$ cat config.mk
export PLATFORM = sky130hd
export DESIGN_NAME = gray_counter
export DESIGN_NICKNAME = d
export VERILOG_FILES = /design/src/rtl/gray_pkg.sv /design/src/rtl/bin2gray.sv /design/src/rtl/gray_counter.sv
export SDC_FILE = /design/constraint.sdc
export NUM_CORES = 1
export LEC_CHECK = 0
export BUFFER_PORTS_ARGS = -buffer_cell sky130_fd_sc_hd__buf_2
export CAP_MARGIN = 20
export CORE_ASPECT_RATIO = 1.25
export CORE_MARGIN = 2
export CORE_UTILIZATION = 35
export DETAILED_ROUTE_END_ITERATION = 12
export GPL_ROUTABILITY_DRIVEN = 0
export GPL_TIMING_DRIVEN = 0
export MAX_ROUTING_LAYER = met4
export SYNTH_ARGS = -nofsm -noshare
export SYNTH_HDL_FRONTEND = slang
export SYNTH_SLANG_ARGS = --single-unit
$ cat constraint.sdc
create_clock -name clk -period 3.4 [get_ports clk]
set_input_delay 0.68 -clock clk [delete_from_list [all_inputs] [get_ports clk]]
set_output_delay 0.68 -clock clk [all_outputs]
set_load 0.1 [all_outputs]
$ cat src/rtl/gray_pkg.sv
// gray_pkg: shared Gray-code helpers and counter direction constants
package gray_pkg;
  localparam logic CNT_UP = 1'b1;
  localparam logic CNT_DOWN = 1'b0;
  function automatic logic [63:0] bin2gray(input logic [63:0] b);
    return b ^ (b >> 1);
  endfunction
  function automatic logic [63:0] gray2bin(input logic [63:0] g);
    logic [63:0] b;
    b[63] = g[63];
    for (int i = 62; i >= 0; i--) b[i] = b[i+1] ^ g[i];
    return b;
  endfunction
endpackage

$ cat src/rtl/bin2gray.sv
// bin2gray: combinational binary to Gray encoder
module bin2gray #(
  parameter int DATA_WIDTH = 8
) (
  input  logic [DATA_WIDTH-1:0] binary_in,
  output logic [DATA_WIDTH-1:0] gray_out
);
  assign gray_out = binary_in ^ (binary_in >> 1);
endmodule

$ cat src/rtl/gray_counter.sv
// gray_counter: up/down counter with coherent registered binary and Gray outputs; GRAY_CNT_LOAD_EN enables load
module gray_counter
  import gray_pkg::*;
#(
  parameter int DATA_WIDTH = 8,
  parameter logic [DATA_WIDTH-1:0] RESET_VALUE = '0
) (
  input  logic                  clk,
  input  logic                  rst,
  input  logic                  en,
  input  logic                  up,
  input  logic                  load,
  input  logic [DATA_WIDTH-1:0] load_value,
  output logic [DATA_WIDTH-1:0] binary_out,
  output logic [DATA_WIDTH-1:0] gray_out,
  output logic                  wrap
);
  localparam logic [DATA_WIDTH-1:0] RESET_GRAY = DATA_WIDTH'(bin2gray(64'(RESET_VALUE)));
  logic [DATA_WIDTH-1:0] bin_q, bin_d, gray_d;
  logic wrap_d;
`ifndef GRAY_CNT_LOAD_EN
  logic unused_load;
  assign unused_load = ^{load, load_value};
`endif
  // next count and wrap detect: wrap only on a count step across the all-ones/zero boundary
  always_comb begin
`ifdef GRAY_CNT_LOAD_EN
    bin_d = load ? load_value : en ? (up == CNT_UP ? bin_q + 1'b1 : bin_q - 1'b1) : bin_q;
    wrap_d = !load && en && (up == CNT_UP ? &bin_q : ~|bin_q);
`else
    bin_d = en ? (up == CNT_UP ? bin_q + 1'b1 : bin_q - 1'b1) : bin_q;
    wrap_d = en && (up == CNT_UP ? &bin_q : ~|bin_q);
`endif
  end
  bin2gray #(.DATA_WIDTH(DATA_WIDTH)) u_enc (.binary_in(bin_d), .gray_out(gray_d));
  // single register stage so binary and Gray update on the same edge
  always_ff @(posedge clk) begin
    if (rst) begin
      bin_q <= RESET_VALUE;
      gray_out <= RESET_GRAY;
      wrap <= 1'b0;
    end else begin
      bin_q <= bin_d;
      gray_out <= gray_d;
      wrap <= wrap_d;
    end
  end
  assign binary_out = bin_q;
endmodule

Word level (Yosys, flattened, before mapping) --
Cells that the tools add are included. W data, S select, Z words.
Word-level totals: bits in latches 0, register bits after elaboration 17, output and inout bits 17, memory bits (writable) 0, bits in read-only memories 0, memories 0, bits of input ports 13
Cells by class: bitwise logic cells 1, shift operators 0, $lt $le $gt $ge 0, multiply operators 0, div/mod/pow operators 0, $add $sub $neg 2, equal/unequal tests 0, multiplexer cells 3, reduce and logical (&&, ||, !) cells 4
Operator list (number):
- $mux W8 | 2
- $add A8 B1 Y8 const B | 1
- $reduce_and A8 Y1 | 1
- $reduce_or A8 Y1 | 1
- $sub A8 B1 Y8 const B | 1
- $xor A8 B7 Y8 | 1
- $logic_and A1 B1 Y1 | 1
- $logic_not A1 Y1 | 1
- $mux W1 | 1

Longest topological paths before layout --
Gate-level depths: netlist (run 1).
depth after elaboration 4, depth in mapped cells 8, depth with buffers taken out 8

Cells and area by module --
From an unflattened synthesis (run 1), not the netlist that was laid out.
Second synthesis, totals: cells, all modules 99, area total of the unflattened synthesis 927.1 um2
Modules (own cells, without submodules):
- gray_counter | seq. area each 340.3 um2, cells each 91, area each 858.3 um2, instances 1
- bin2gray | seq. area each 0.0 um2, cells each 8, area each 68.8 um2, instances 1

Worst setup path before layout (run 1) --
No wires, ideal clock.
path kind register to register, start point register bin_q[4] (netlist: binary_out[4]), end point register gray_out[4], cell stages (with the launch flop) 8, data arrival time 2.686 ns, clock period less this slack 2.814 ns, path slack 0.586 ns, library setup time 0.128 ns, data required time 3.272 ns, cell sequence dfxtp_1 > ha_1 > and2_4 > a221o_1 > or3_1 > a31oi_2 > xnor2_1 > nor2_1
On the way: cells in the longest elaborated chain, start to end 4
RTL lines:
- start, declared | RTL line gray_counter.sv:19 | logic [DATA_WIDTH-1:0] bin_q, bin_d, gray_d;
- start signal, assigned | RTL line gray_counter.sv:43 | bin_q <= bin_d;
- $sub A8 B1 Y8 or $add A8 B1 Y8 (tied branches) | RTL line gray_counter.sv:31 | bin_d = en ? (up == CNT_UP ? bin_q + 1'b1 : bin_q - 1'b1) : bin_q;
- $mux W8 | RTL line gray_counter.sv:31
- $mux W8 * | RTL line gray_counter.sv:31
- $xor A8 B7 Y8 * | RTL line bin2gray.sv:8 | assign gray_out = binary_in ^ (binary_in >> 1);
- end signal, assigned | RTL line gray_counter.sv:44 | gray_out <= gray_d;
- end, declared | RTL line gray_counter.sv:15 | output logic [DATA_WIDTH-1:0] gray_out,
Mark *: on every way between the ends. The rest lies on a longest branch, timed or not. A chain may end at the register's enable or synchronous reset.

Worst setup path in the final report (run 1) --
start point input port up, end point register gray_out[6]
On the way: cells in the longest elaborated chain, start to end 3
RTL lines:
- start, declared | RTL line gray_counter.sv:11 | input logic up,
- $mux W8 (2 in a row) | RTL line gray_counter.sv:31
- $xor A8 B7 Y8 | RTL line bin2gray.sv:8
Every way passes these cells.

==> out/qor.csv, run 1 <==
metric,value,unit
status,completed,
coreArea,2650,um2
yosys.area.top_type,dfxtp_1,
grt_pass1_wl,3550,um
hpwl,1560,um
cts_tree,built,
ff2ff_setup_slack,1.16,ns
crit_fanout,9,
hold_start,binary_out[1],
grt_use_total,14.8,%
vias,836,
route.detailed.drc,0,
cp-end-kind,flip-flop,
ys_ff_latch,16,
hold_viol_final,0,
fin_crit_sh,77.7,%
core.rowCount,21,
syn_area,957,um2
cts_buffers,3,
drv_cap,0,
worstMarginPinSlew,0.486,ns
multi_input_area,597,um2
fillerInstances,280,
start_util,36.1,%
yosys_warnings,0,
cts_sinks,16,
critPathKind,in2reg,
r2r-end,gray_out[3],
ant_nets,0,
syn2layout_area_growth,16.7,%
synth_fp_nets,127,
setup_viol,0,
clk_latency,0.27,ns
finalWirelength,1930,um
tns,0,ns
avgSynthCellArea,8.95,um2
fin_worst_skew,0.00583,ns
slew_headroom,67.8,%
dieWidth,50.8,um
fin_nets,151,
synth_top_cells_by_area,"dfxtp_1 (33%), ha_1 (7.8%), xnor2_1 (6.4%)",
die_area,3170,um2
clock_path_buffers,2,
grt_pass1_vias,823,
synth_top_cell_area_share,33.5,%
synth_edf_count,0,
first_pass_iters,4,
rr_worst_depth,7,
hp-class,reg2reg,
seq_area,320,um2
dieHeight,62.5,um
timing.rr.start,binary_out[2],
grt_start_max_net_pins,11,
synth_cells,107,
insertedDiodeCount,0,
rsz0062_at_grt,false,
p_per_area,702,nW/um2
hold_path_depth,2,
htreeDepth,1,
fin_cells,163,
min_period,2.64,ns
p_leak,0.546,nW
io_buffers,19,
cts_hold_buf,0,
ir_drop,310,uV
routedWlPerCell,11.9,um
synth_cell_types,37,
path_clk_slew,0.08,ns
cp-start-kind,input pin,
ys_async_sr_fraction,0,%
seq_area_frac_synth,33.5,%
root_buffer,clkbuf_4,
final-max-slew-violation-count,0,
dp.cells,160,
overflow,0,
ctsResizeCount,0,
cts_setup_buffers,0,
min_to,binary_out[1],
drt_iter0_drc,20,
clock.fmax,0.379,GHz
antenna_found_initial,0,
viasPerCell,5.13,
drive_gt1_share,24.0,%
cp.required,3.55,ns
io-pin-count,30,
arrival,2.79,ns
ys.flop_type,dfxtp_1,
[worst max-delay path by stage]
stage | slack [ns] | cells after the start | startpoint | end
2_1_floorplan | 0.59 | 7 | binary_out[4] | gray_out[4]
3_3_place_gp | 0.48 | 9 | up | gray_out[6]
3_5_place_dp | 0.46 | 9 | up | gray_out[6]
4_1_cts | 0.75 | 9 | up | gray_out[6]
5_1_grt | 0.57 | 9 | up | gray_out[6]
6_report | 0.76 | 9 | up | gray_out[6]
[placed cells by master (no fill, tap or decap), drive strengths merged, types with 3 or more instances in the layout]
master,synthesis,routed
buf,3,22
dfxtp,16,16
nor2,13,13
xnor2,7,7
ha,6,6
inv,5,5
a31oi,5,5
nor2b,4,4
mux2i,4,4
nand2b,4,4
clkbuf,1,4
a21o,3,3
o21ai,3,3
a21oi,3,3
nor4,3,3
[worst max-delay path: stages]
cell,delay (ns)
buf_2,0.16
inv_1,0.18
ha_1,0.39
and2_4,0.18
a221o_1,0.35
o211a_1,0.26
nor4_1,0.35
a211oi_2,0.11
mux2i_1,0.13
[per-layer routing]
metal | routed length (um) | vias to the layer above | global-route usage, % | part of all wire (%)
met4 | 14 | 0 | 7.77 | 0.72
met2 | 1070 | 28 | 25.0 | 55
li1 | - | 424 | - | -
met3 | 78 | 2 | 1.44 | 4.0
met1 | 774 | 382 | 16.9 | 40
met5 | 0 | - | - | 0
[sequential cells by signal, indices dropped and copies added, names as in the netlist]
register / count
gray_out: 8
wrap: 1
binary_out: 7
[cells by family after synthesis]
group                      share of synthesized area (%)
and+or+nand+nor                                     21.3
AOI/OAI and AO/OA                                   18.7
DFF                                                 33.5
xor gates and xnor gates                            8.24
buffers and inverters                               4.18
adders and majority gates                           9.93
muxes                                               4.18
[power by group]
part / internal [mW] / switching, mW / total [mW]
logic: 0.109 / 0.344 / 0.453
clock network: 0.0409 / 0.0482 / 0.0891
registers: 0.219 / 0.0231 / 0.242
total: 0.369 / 0.415 / 0.784
[Yosys cell counts (all sizes together), types with 2 or more instances]
cell,number
nor2,13
ha,6
buf,3
or3,2
inv,5
o21a,2
xnor2,7
nor4,3
nand2,2
a21o,3
nand4,2
nor3b,2
a21oi,3
xor2,2
o211a,2
nor2b,4
a31oi,5
o21ai,3
mux2i,4
a211oi,2
nand2b,4
nand3,2
dfxtp,16
[area by class of cell]
| class | count | share of cell area (%) |
|---|---|---|
| inverter | 5 | 1.68 |
| timing repair buffer | 19 | 8.51 |
| clock buffer | 3 | 2.02 |
| sequential | 16 | 28.7 |
| tap | 34 | 3.81 |
| multi-input combinational | 82 | 53.4 |
| buffer | 4 | 1.90 |
[metrics by stage]
step	hold slack (ns)	instance area (um2)	total power, mW	setup slack, ns	utilization [%]
3_3_place_gp	0.587	1090	0.696	0.483	41.3
6_report	0.604	1120	0.784	0.759	42.1
3_5_place_dp	0.587	1090	0.700	0.463	41.3
4_1_cts	0.602	1120	0.790	0.747	42.1
5_1_grt	0.655	1120	0.830	0.575	42.1
2_1_floorplan	0.749	957	0.638	0.586	-
Power figures use the tool's default switching activity.
==> run 2, diff against run 1 <==
Clock period 3.4 ns to 2.5 ns, I/O delays scaled along.
==> out/qor.csv, run 2 (synthesis results as in run 1) <==
metric,value,unit,change
clock.fmax,0.419,GHz,
hold_path_depth,2,,unchanged
crit_fanout,6,,-3
hold_slack,0.456,ns,-0.148 ns
antenna_found_initial,0,,unchanged
root_buffer,clkbuf_4,,
final-max-slew-violation-count,0,,unchanged
stdcell_area,1200,um2,+7.6%
first_pass_iters,4,,unchanged
hpwl,1550,um,-0.92%
fin_nets,155,,+2.6%
die_area,3170,um2,unchanged
final_common_cell,buf_2,,
routedWlPerCell,12.0,um,+1.3%
setup_viol,0,,unchanged
regMostFlops,gray_out,,
finalWirelength,2010,um,+3.8%
setup_slack,0.111,ns,-0.648 ns
dieWidth,50.8,um,unchanged
grt_use_total,12.9,%,-1.9 points
vias,827,,-1.1%
cts_sinks,16,,unchanged
cts_buffers,3,,unchanged
dieHeight,62.5,um,unchanged
grt_start_max_net_pins,11,,unchanged
viasPerCell,4.95,,-3.4%
fin_worst_skew,0.00304,ns,-0.00279 ns
io_buffers,19,,unchanged
mostFrequentLayoutCells,"buf_2 (20), nor2_1 (13), dfxtp_1 (11), xnor2_1 (7), dfxtp_2 (5)",,
cp-end-kind,flip-flop,,
rr_worst_depth,7,,unchanged
cp.required,2.65,ns,-0.90 ns
syn2layout_area_growth,25.6,%,
clock_path_buffers,2,,unchanged
drive_gt1_share,33.1,%,+9.1 points
ff2ff_setup_slack,0.36,ns,-0.80 ns
hp-class,in2reg,,
cp-start-kind,input pin,,
overflow,0,,unchanged
power,1.10,mW,+40%
fin_crit_sh,95.6,%,
hold_viol_final,0,,unchanged
start_util,36.1,%,unchanged
rsz0062_at_grt,false,,
slew_headroom,67.7,%,-0.078 points
p_leak,0.563,nW,+3.1%
route.detailed.drc,0,,unchanged
io-pin-count,30,,unchanged
worstMarginPinSlew,0.487,ns,+0.00117 ns
min_period,2.39,ns,
coreArea,2650,um2,unchanged
arrival,2.54,ns,-0.25 ns
pre_cts_ws,-0.266,ns,-0.729 ns
fillerInstances,273,,-2.5%
place_area,1100,um2,+0.57%
core.rowCount,21,,unchanged
ir_drop,464,uV,+50%
critPathKind,in2reg,,
status,completed,,
path_clk_slew,0.08,ns,about the same
r2r-end,gray_out[6],,
drt_iter0_drc,15,,-25%
cts_tree,built,,
ant_nets,0,,unchanged
largest_reg_flops,8,,unchanged
clk_latency,0.27,ns,about the same
hold_start,rst,,
timing.rr.start,binary_out[4],,
grt_pass1_vias,710,,-14%
htreeDepth,1,,unchanged
insertedDiodeCount,0,,unchanged
p_per_area,912,nW/um2,+30%
tns,0,ns,unchanged
min_to,binary_out[1],,
drv_cap,0,,unchanged
grt_pass1_wl,3090,um,-13%
run 2: cell types whose count changed in the layout (fill, tap and decap cells not counted), moves of 2 or more:
cell | previous run | this run
buf_4 | 1 | 4
buf_6 | 0 | 2
dfxtp_1 | 16 | 11
dfxtp_2 | 0 | 5
ha_1 | 6 | 4
ha_4 | 0 | 2
run 2: final cells by class:
| cell class | instances | area (um2) | share of cell area (%) |
|---|---|---|---|
| Multi-Input combinational cell | 82 | 632 | 52.5 |
| Sequential cell | 16 | 327 | 27.2 |
| Timing Repair Buffer | 23 | 135 | 11.2 |
| Tap cell | 34 | 42.5 | 3.54 |
| Inverter | 5 | 22.5 | 1.87 |
| Buffer | 4 | 21.3 | 1.77 |
| Clock buffer | 3 | 22.5 | 1.87 |
run 2: layer usage:
metal	vias up	share of wire, %	GRT usage (%)
met3	6	2.5	0.718
li1	434	-	-
met4	0	4.0	6.08
met5	-	0	-
met2	22	51	21.7
met1	365	42	15.4
run 2: per-stage QoR:
step	cells	util [%]
after detailed placement	160	41.5
final	167	45.3
after global placement	160	41.5
after floorplan	107	-
after global routing	167	45.3
after CTS	163	42.3
run 2: timing repair:
item,in CTS,in global routing
setup buffers,0,4
hold buffers,0,0
gates resized for setup,0,9
endpoints found under the setup margin,0,5
run 2: worst max-delay path: stages:
cell        delay [ns]
buf_6             0.11
clkinvlp_4        0.18
buf_6             0.17
ha_1              0.34
nor2b_1           0.17
o21a_1            0.17
or3_2             0.41
a31oi_2           0.28
xnor2_1           0.15
nor2_1            0.05
run 2: worst max path at each step:
stage               cells past startpoint  slack [ns]           from          end
floorplan                               7        0.05  binary_out[4]  gray_out[4]
global placement                        9       -0.24             up  gray_out[6]
detailed placement                      9       -0.27             up  gray_out[6]
CTS                                     9        0.02             up  gray_out[6]
global route                            9        0.02             up  gray_out[6]
finish                                 10        0.11             up  gray_out[3]
run 2: where the power goes:
part | total, mW | switching (mW) | internal [mW]
combinational | 0.639 | 0.474 | 0.165
clock | 0.123 | 0.0676 | 0.0557
sequential | 0.335 | 0.0341 | 0.301
total | 1.10 | 0.575 | 0.521
